### src/rtl/sprite_line_engine.sv
// Per-scanline sprite pixel engine: N_SPR loadable slots with X delay, pattern shift,
// lowest-index-wins priority, sprite-0 hit and load overflow reporting.
module sprite_line_engine #(
    parameter int unsigned N_SPR = 8,
    parameter int unsigned BPP   = 2,
    parameter int unsigned XW    = 8,
    parameter int unsigned PALW  = 2,
    parameter int unsigned CW    = $clog2(N_SPR + 1)
) (
    input  logic              clk,
    input  logic              i_rst,
    input  logic              i_ce,
    input  logic              i_line_start,
    input  logic              i_enable,
    input  logic              i_load_valid,
    output logic              o_load_ready,
    input  logic [8*BPP-1:0]  i_load_pattern,
    input  logic [XW-1:0]     i_load_x,
    input  logic [PALW-1:0]   i_load_pal,
    input  logic              i_load_prio,
    input  logic              i_load_hflip,
    input  logic              i_load_spr0,
    output logic [BPP-1:0]    o_pixel,
    output logic [PALW-1:0]   o_pal,
    output logic              o_prio,
    output logic              o_opaque,
    output logic              o_spr0_hit,
    output logic              o_spr0_seen,
    output logic [CW-1:0]     o_count,
    output logic              o_full,
    output logic              o_overflow
);

    logic [BPP-1:0][7:0] pat_q  [N_SPR];
    logic [XW-1:0]       x_q    [N_SPR];
    logic [PALW-1:0]     pal_q  [N_SPR];
    logic [N_SPR-1:0]    valid_q;
    logic [N_SPR-1:0]    prio_q;
    logic [N_SPR-1:0]    spr0_q;

    logic                full;
    logic                load_fire;
    logic [CW-1:0]       load_idx;
    logic [BPP-1:0][7:0] pattern_in;
    logic [BPP-1:0]      win_pix;
    logic [PALW-1:0]     win_pal;
    logic                win_prio;
    logic                spr0_hit;

    assign full         = (o_count == CW'(N_SPR));
    assign o_full       = full;
    assign o_load_ready = ~full;
    // line start clears first, so a same-cycle load always lands in slot 0
    assign load_fire    = i_ce & i_load_valid & (i_line_start | ~full);
    assign load_idx     = i_line_start ? '0 : o_count;

    always_comb begin
        pattern_in = '0;
        for (int p = 0; p < int'(BPP); p++) begin
            for (int b = 0; b < 8; b++) begin
                pattern_in[p][b] = i_load_hflip ? i_load_pattern[8*p + 7 - b]
                                                : i_load_pattern[8*p + b];
            end
        end
    end

    // Scan from the highest index down so the lowest opaque slot wins.
    always_comb begin
        logic [BPP-1:0] slot_pix;
        slot_pix = '0;
        win_pix  = '0;
        win_pal  = '0;
        win_prio = 1'b0;
        spr0_hit = 1'b0;
        for (int i = int'(N_SPR) - 1; i >= 0; i--) begin
            for (int p = 0; p < int'(BPP); p++) begin
                slot_pix[p] = pat_q[i][p][7];
            end
            if (!valid_q[i] || (x_q[i] != '0)) begin
                slot_pix = '0;
            end
            if (slot_pix != '0) begin
                win_pix  = slot_pix;
                win_pal  = pal_q[i];
                win_prio = prio_q[i];
                if (spr0_q[i]) begin
                    spr0_hit = 1'b1;
                end
            end
        end
    end

    always_ff @(posedge clk) begin
        if (i_rst) begin
            for (int i = 0; i < int'(N_SPR); i++) begin
                pat_q[i] <= '0;
                x_q[i]   <= '0;
                pal_q[i] <= '0;
            end
            valid_q     <= '0;
            prio_q      <= '0;
            spr0_q      <= '0;
            o_count     <= '0;
            o_overflow  <= 1'b0;
            o_spr0_seen <= 1'b0;
            o_pixel     <= '0;
            o_pal       <= '0;
            o_prio      <= 1'b0;
            o_opaque    <= 1'b0;
            o_spr0_hit  <= 1'b0;
        end else if (i_ce) begin
            for (int i = 0; i < int'(N_SPR); i++) begin
                if (i_line_start) begin
                    valid_q[i] <= 1'b0;
                end else if (i_enable && valid_q[i]) begin
                    if (x_q[i] != '0) begin
                        x_q[i] <= x_q[i] - XW'(1);
                    end else begin
                        for (int p = 0; p < int'(BPP); p++) begin
                            pat_q[i][p] <= {pat_q[i][p][6:0], 1'b0};
                        end
                    end
                end
                // the slot being loaded takes fresh values instead of shifting
                if (load_fire && (load_idx == CW'(i))) begin
                    pat_q[i]   <= pattern_in;
                    x_q[i]     <= i_load_x;
                    pal_q[i]   <= i_load_pal;
                    prio_q[i]  <= i_load_prio;
                    spr0_q[i]  <= i_load_spr0;
                    valid_q[i] <= 1'b1;
                end
            end

            if (load_fire) begin
                o_count <= load_idx + CW'(1);
            end else if (i_line_start) begin
                o_count <= '0;
            end

            if (i_line_start) begin
                o_overflow <= 1'b0;
            end else if (i_load_valid && full) begin
                o_overflow <= 1'b1;
            end

            if (i_line_start) begin
                o_spr0_seen <= 1'b0;
            end else if (i_enable && spr0_hit) begin
                o_spr0_seen <= 1'b1;
            end

            if (i_enable) begin
                o_pixel    <= win_pix;
                o_pal      <= win_pal;
                o_prio     <= win_prio;
                o_opaque   <= (win_pix != '0);
                o_spr0_hit <= spr0_hit;
            end else begin
                o_pixel    <= '0;
                o_opaque   <= 1'b0;
                o_spr0_hit <= 1'b0;
            end
        end
    end

endmodule

### config.mk
export PLATFORM = sky130hd
export DESIGN_NAME = sprite_line_engine
export DESIGN_NICKNAME = d
export VERILOG_FILES = /design/src/rtl/sprite_line_engine.sv
export SDC_FILE = /design/constraint.sdc
export NUM_CORES = 1
export LEC_CHECK = 0
export BUFFER_PORTS_ARGS = -buffer_cell sky130_fd_sc_hd__buf_2
export CAP_MARGIN = 25
export CORE_MARGIN = 2
export CORE_UTILIZATION = 56
export DETAILED_ROUTE_END_ITERATION = 10
export PLACE_DENSITY_LB_ADDON = 0.25
export SETUP_SLACK_MARGIN = 0.4
export SLEW_MARGIN = 20
export SYNTH_ARGS = -nofsm -noshare
export SYNTH_HDL_FRONTEND = slang
export SYNTH_SLANG_ARGS = --single-unit
### constraint.sdc
create_clock -name clk -period 2.76 [get_ports clk]
set_input_delay 0.552 -clock clk [delete_from_list [all_inputs] [get_ports clk]]
set_output_delay 0.552 -clock clk [all_outputs]
set_load 0.01 [all_outputs]
==> summary.md <==
| Metric | Value |
|---|---|
| Reg2Reg Depth | `8` |
| Number of warnings printed during yosys synthesis | `0` |
| Number of distinct library cells after synthesis | `76` |
| Synth-to-Final Area Change | `13.8%` |
| Netlist area before placement | `12000 um^2` |
| Post-detailed-placement cell area | `12700 um^2` |
| Global-route wire length before repair | `45600 um` |
| DP Wirelength | `20000 um` |
| Maximum number of pins on one net before global-route repair | `33` |
| Setup slack after placement | `0.236 ns` |
| DRC errors left | `0` |
| Worst Path Buf+Inv | `2` |
| Most frequent cell after synthesis | `edfxtp_1` |
| Full die area | `22600 um^2` |
| Top cell type by total area after synthesis | `edfxtp_1` |
| Arr. time, crit path | `1.75 ns` |
| First DRT Iteration DRCs | `~900` |
| Area contributors post-synth | `edfxtp_1, dfxtp_1, nand2_1` |
| Peak fanout along the critical path | `5` |
| Hold Path Origin | `i_load_prio` |
| Gp weighted congestion | `between 0.8 and 0.9` |
| Cell Pwr Density | `roughly 600 nW/um^2` |
| Max-cap violations | `0` |
| GRT Overall Usage | `26.1%` |
| Worst min-delay path endpoint | `prio_q[7]$_SDFFE_PP0P_` |
| Crit. End Element | `output port` |
| Hold Crit Depth | `3` |
| Number of buffers added by the clock tree synthesis step | `26` |
| Utilization after layout | `64.8%` |
| Number of antenna violations at the first check in global routing | `0` |
| Cell chain of the critical path | `or4b_4 > inv_2 > buf_2` |
| Area of the core | `roughly 21000 um^2` |
| Y dimension of the die | `around 150 um` |
| Slack of the critical path | `0.455 ns` |
| Launch instance of the worst register-to-register path | `x_q[0][16]$_SDFFCE_PN0P_` |
| Worst setup slack for register-to-register paths | `0.54 ns` |
| VDD IR max | `0.604 mV` |
| Max Clock Skew | `approximately 0.011 ns` |
| Delay contributed by the slowest stage of the critical path | `0.53 ns` |
| Share of cells above drive strength 1 | `16.0%` |
| Tightest slew margin relative to the limit | `between 50% and 60%` |
| TritonCTS clock tree | `done` |
| RSZ-0062 raised after global routing | `true` |
| Time the final worst path needs with I/O delays and setup | `2.30 ns` |
| Library cell contributing the largest single delay on the critical path | `or4b_4` |
| Status | `complete, no violations` |
| Drt first pass iters | `6` |
| Reg2Reg Capture Point | `x_q[0][17]$_SDFFCE_PN0P_` |
| Vias after detailed routing | `8985` |
| Starting density of the core | `approximately 57%` |
| Final nets | `1249` |
| Post-route ant nets | `0` |
| Critical path class | `reg2out` |
| Average vias per placed instance | `6.01` |
| Worst min-delay path class | `in2reg` |
| Most numerous cell types in the synthesized netlist | `edfxtp_1, nand2_1, nand3_1` |
| Number of global-route vias before repair | `around 8400` |
| Async set or reset register ratio after synthesis | `0%` |
| Maximum count of clock buffers along a single path | `3` |
| Endpoints failing setup | `0` |
| Top FF cell, synth | `edfxtp_1` |
| DR WL/cell | `19.5 um` |
| Master cell of the clock root buffer | `clkbuf_16` |
| Standard-cell rows | `53` |
| Mean Syn Cell Area | `10.6 um^2` |
| Clock slew at reported path FFs | `0.06 ns` |
| Overall power after layout | `a little over 8 mW` |
| Global-route congestion overflow total | `0` |
| Share of the synthesized area in the top cell type | `52.2%` |
| Leakage power total | `4.87 nW` |
| Flip-flop and latch count after synthesis | `245` |
| Number of hold violations in the final report | `0` |
| Instance count of the mapped netlist | `1132` |
| CP required | `2.21 ns` |
| CTS H-tree lvls | `1` |
| Clock latency on the worst-skew pair | `0.53 ns` |
| Die boundary width | `150 um` |
| Startpoint kind of the worst setup timing path | `register` |
| Number of enable flip-flop cells after synthesis | `208` |
| Final wirelength | `29200 um` |
| Least-Margin Pin Slew | `0.601 ns` |
| Largest delay share family, worst path | `simple AND/OR/NAND/NOR gates` |
| Max-slew violation count | `0` |
| Post-synthesis net count | `approximately 1200` |
| Maximum achievable frequency | `0.434 GHz` |
| Total I/O pin count | `50` |
| Crit share post-route | `between 80% and 90%` |
| Number of port buffers | `slightly below 50` |
| Post-route cell area | `13600 um^2` |
| Portion of the post-synthesis area used by sequential elements | `between 50% and 60%` |
| # clock sinks | `between 200 and 250` |
| Total negative setup slack | `0 ns` |
area by class of cell:
class / count / area, um^2
Fill cell: 1678 / 7400
Sequential cell: 245 / 6990
Multi-Input combinational cell: 786 / 4660
Clock buffer: 42 / 771
Timing Repair Buffer: 104 / 671
Tap cell: 275 / 344
Inverter: 36 / 135
Clock inverter: 6 / 48.8
Antenna cell: 1 / 2.50
per-stage QoR:
step                      hold slack [ns]  cells
after floorplan                     0.431   1132
after global placement              0.444   1444
after detailed placement            0.448   1444
after CTS                           0.338   1492
after global routing                0.371   1494
final                               0.345   1495
repair_timing:
action / in CTS / in global routing
buffers inserted: 0 / 2
gates cloned: 0 / 0
pin swaps: 0 / 1
hold buffers: 0 / 0
gates resized for setup: 2 / 16
setup endpoints to repair: 6 / 87
flip-flops by register name, summed over array words and instances (netlist names):
signal       flops
pal_q           16
o_pixel          2
o_spr0_seen      1
x_q             64
o_count          4
prio_q           8
valid_q          8
o_prio           1
o_overflow       1
spr0_q           8
o_pal            2
o_spr0_hit       1
pat_q          128
o_opaque         1
how the worst max path moves through the flow:
stage                                        from                         end  slack [ns]  depth (start not counted)
after floorplan                      i_line_start  pat_q[1][32]$_SDFFCE_PP0P_        0.43                          8
after global placement                       i_ce  pat_q[0][32]$_SDFFCE_PN0P_        0.31                          6
after detailed placement                     i_ce  pat_q[0][40]$_SDFFCE_PN0P_        0.24                          6
after CTS                 o_count[1]$_SDFFE_PP0P_                      o_full        0.38                          3
after global routing      x_q[1][0]$_SDFFCE_PN0P_       o_opaque$_SDFFE_PP0P_        0.37                          8
final                     o_count[3]$_SDFFE_PP0P_                      o_full        0.46                          3
placed cells by master (no fill, tap or decap), types with 33 or more instances in the layout:
cell type	Yosys	layout
buf_4	3	54
buf_2	20	49
o21ai_1	58	58
nor2_1	81	81
nand3_1	111	111
o21ai_0	99	97
nand2_1	155	154
edfxtp_1	208	208
inv_1	34	33
dfxtp_1	37	35
power by group:
group | leakage (nW) | internal (mW) | switching [mW] | total, mW
Combinational | 2.02 | 0.192 | 0.367 | 0.559
Clock | 0.403 | 1.92 | 1.41 | 3.33
Sequential | 2.45 | 4.17 | 0.0959 | 4.27
Total | 4.87 | 6.28 | 1.87 | 8.15
routing by layer:
metal,routed length [um],share of wire (%),GRT usage [%],up-vias
li1,-,-,-,4293
met1,12500,43,37.1,4310
met2,13900,47,41.9,335
met3,2180,7.5,4.52,47
met4,658,2.3,6.51,0
met5,0,0,0,-
worst min-delay path, delay by kind of cell:
kind | cells | cell delay, ns
AND/OR/NAND/NOR | 1 | 0.07
buffers and inverters | 1 | 0.16
AO/OA/AOI/OAI | 1 | 0.05
logic make-up after synthesis:
family / Yosys count / share of synthesized area [%]
AND/OR/NAND/NOR: 439 / 18.2
AO/OA/AOI/OAI: 270 / 13.7
flip-flops: 245 / 58.4
buffers and inverters: 101 / 3.54
XOR/XNOR: 46 / 3.37
multiplexers: 16 / 1.34
adder cells (fa/ha/maj): 15 / 1.57
Power figures use the tool's default switching activity.
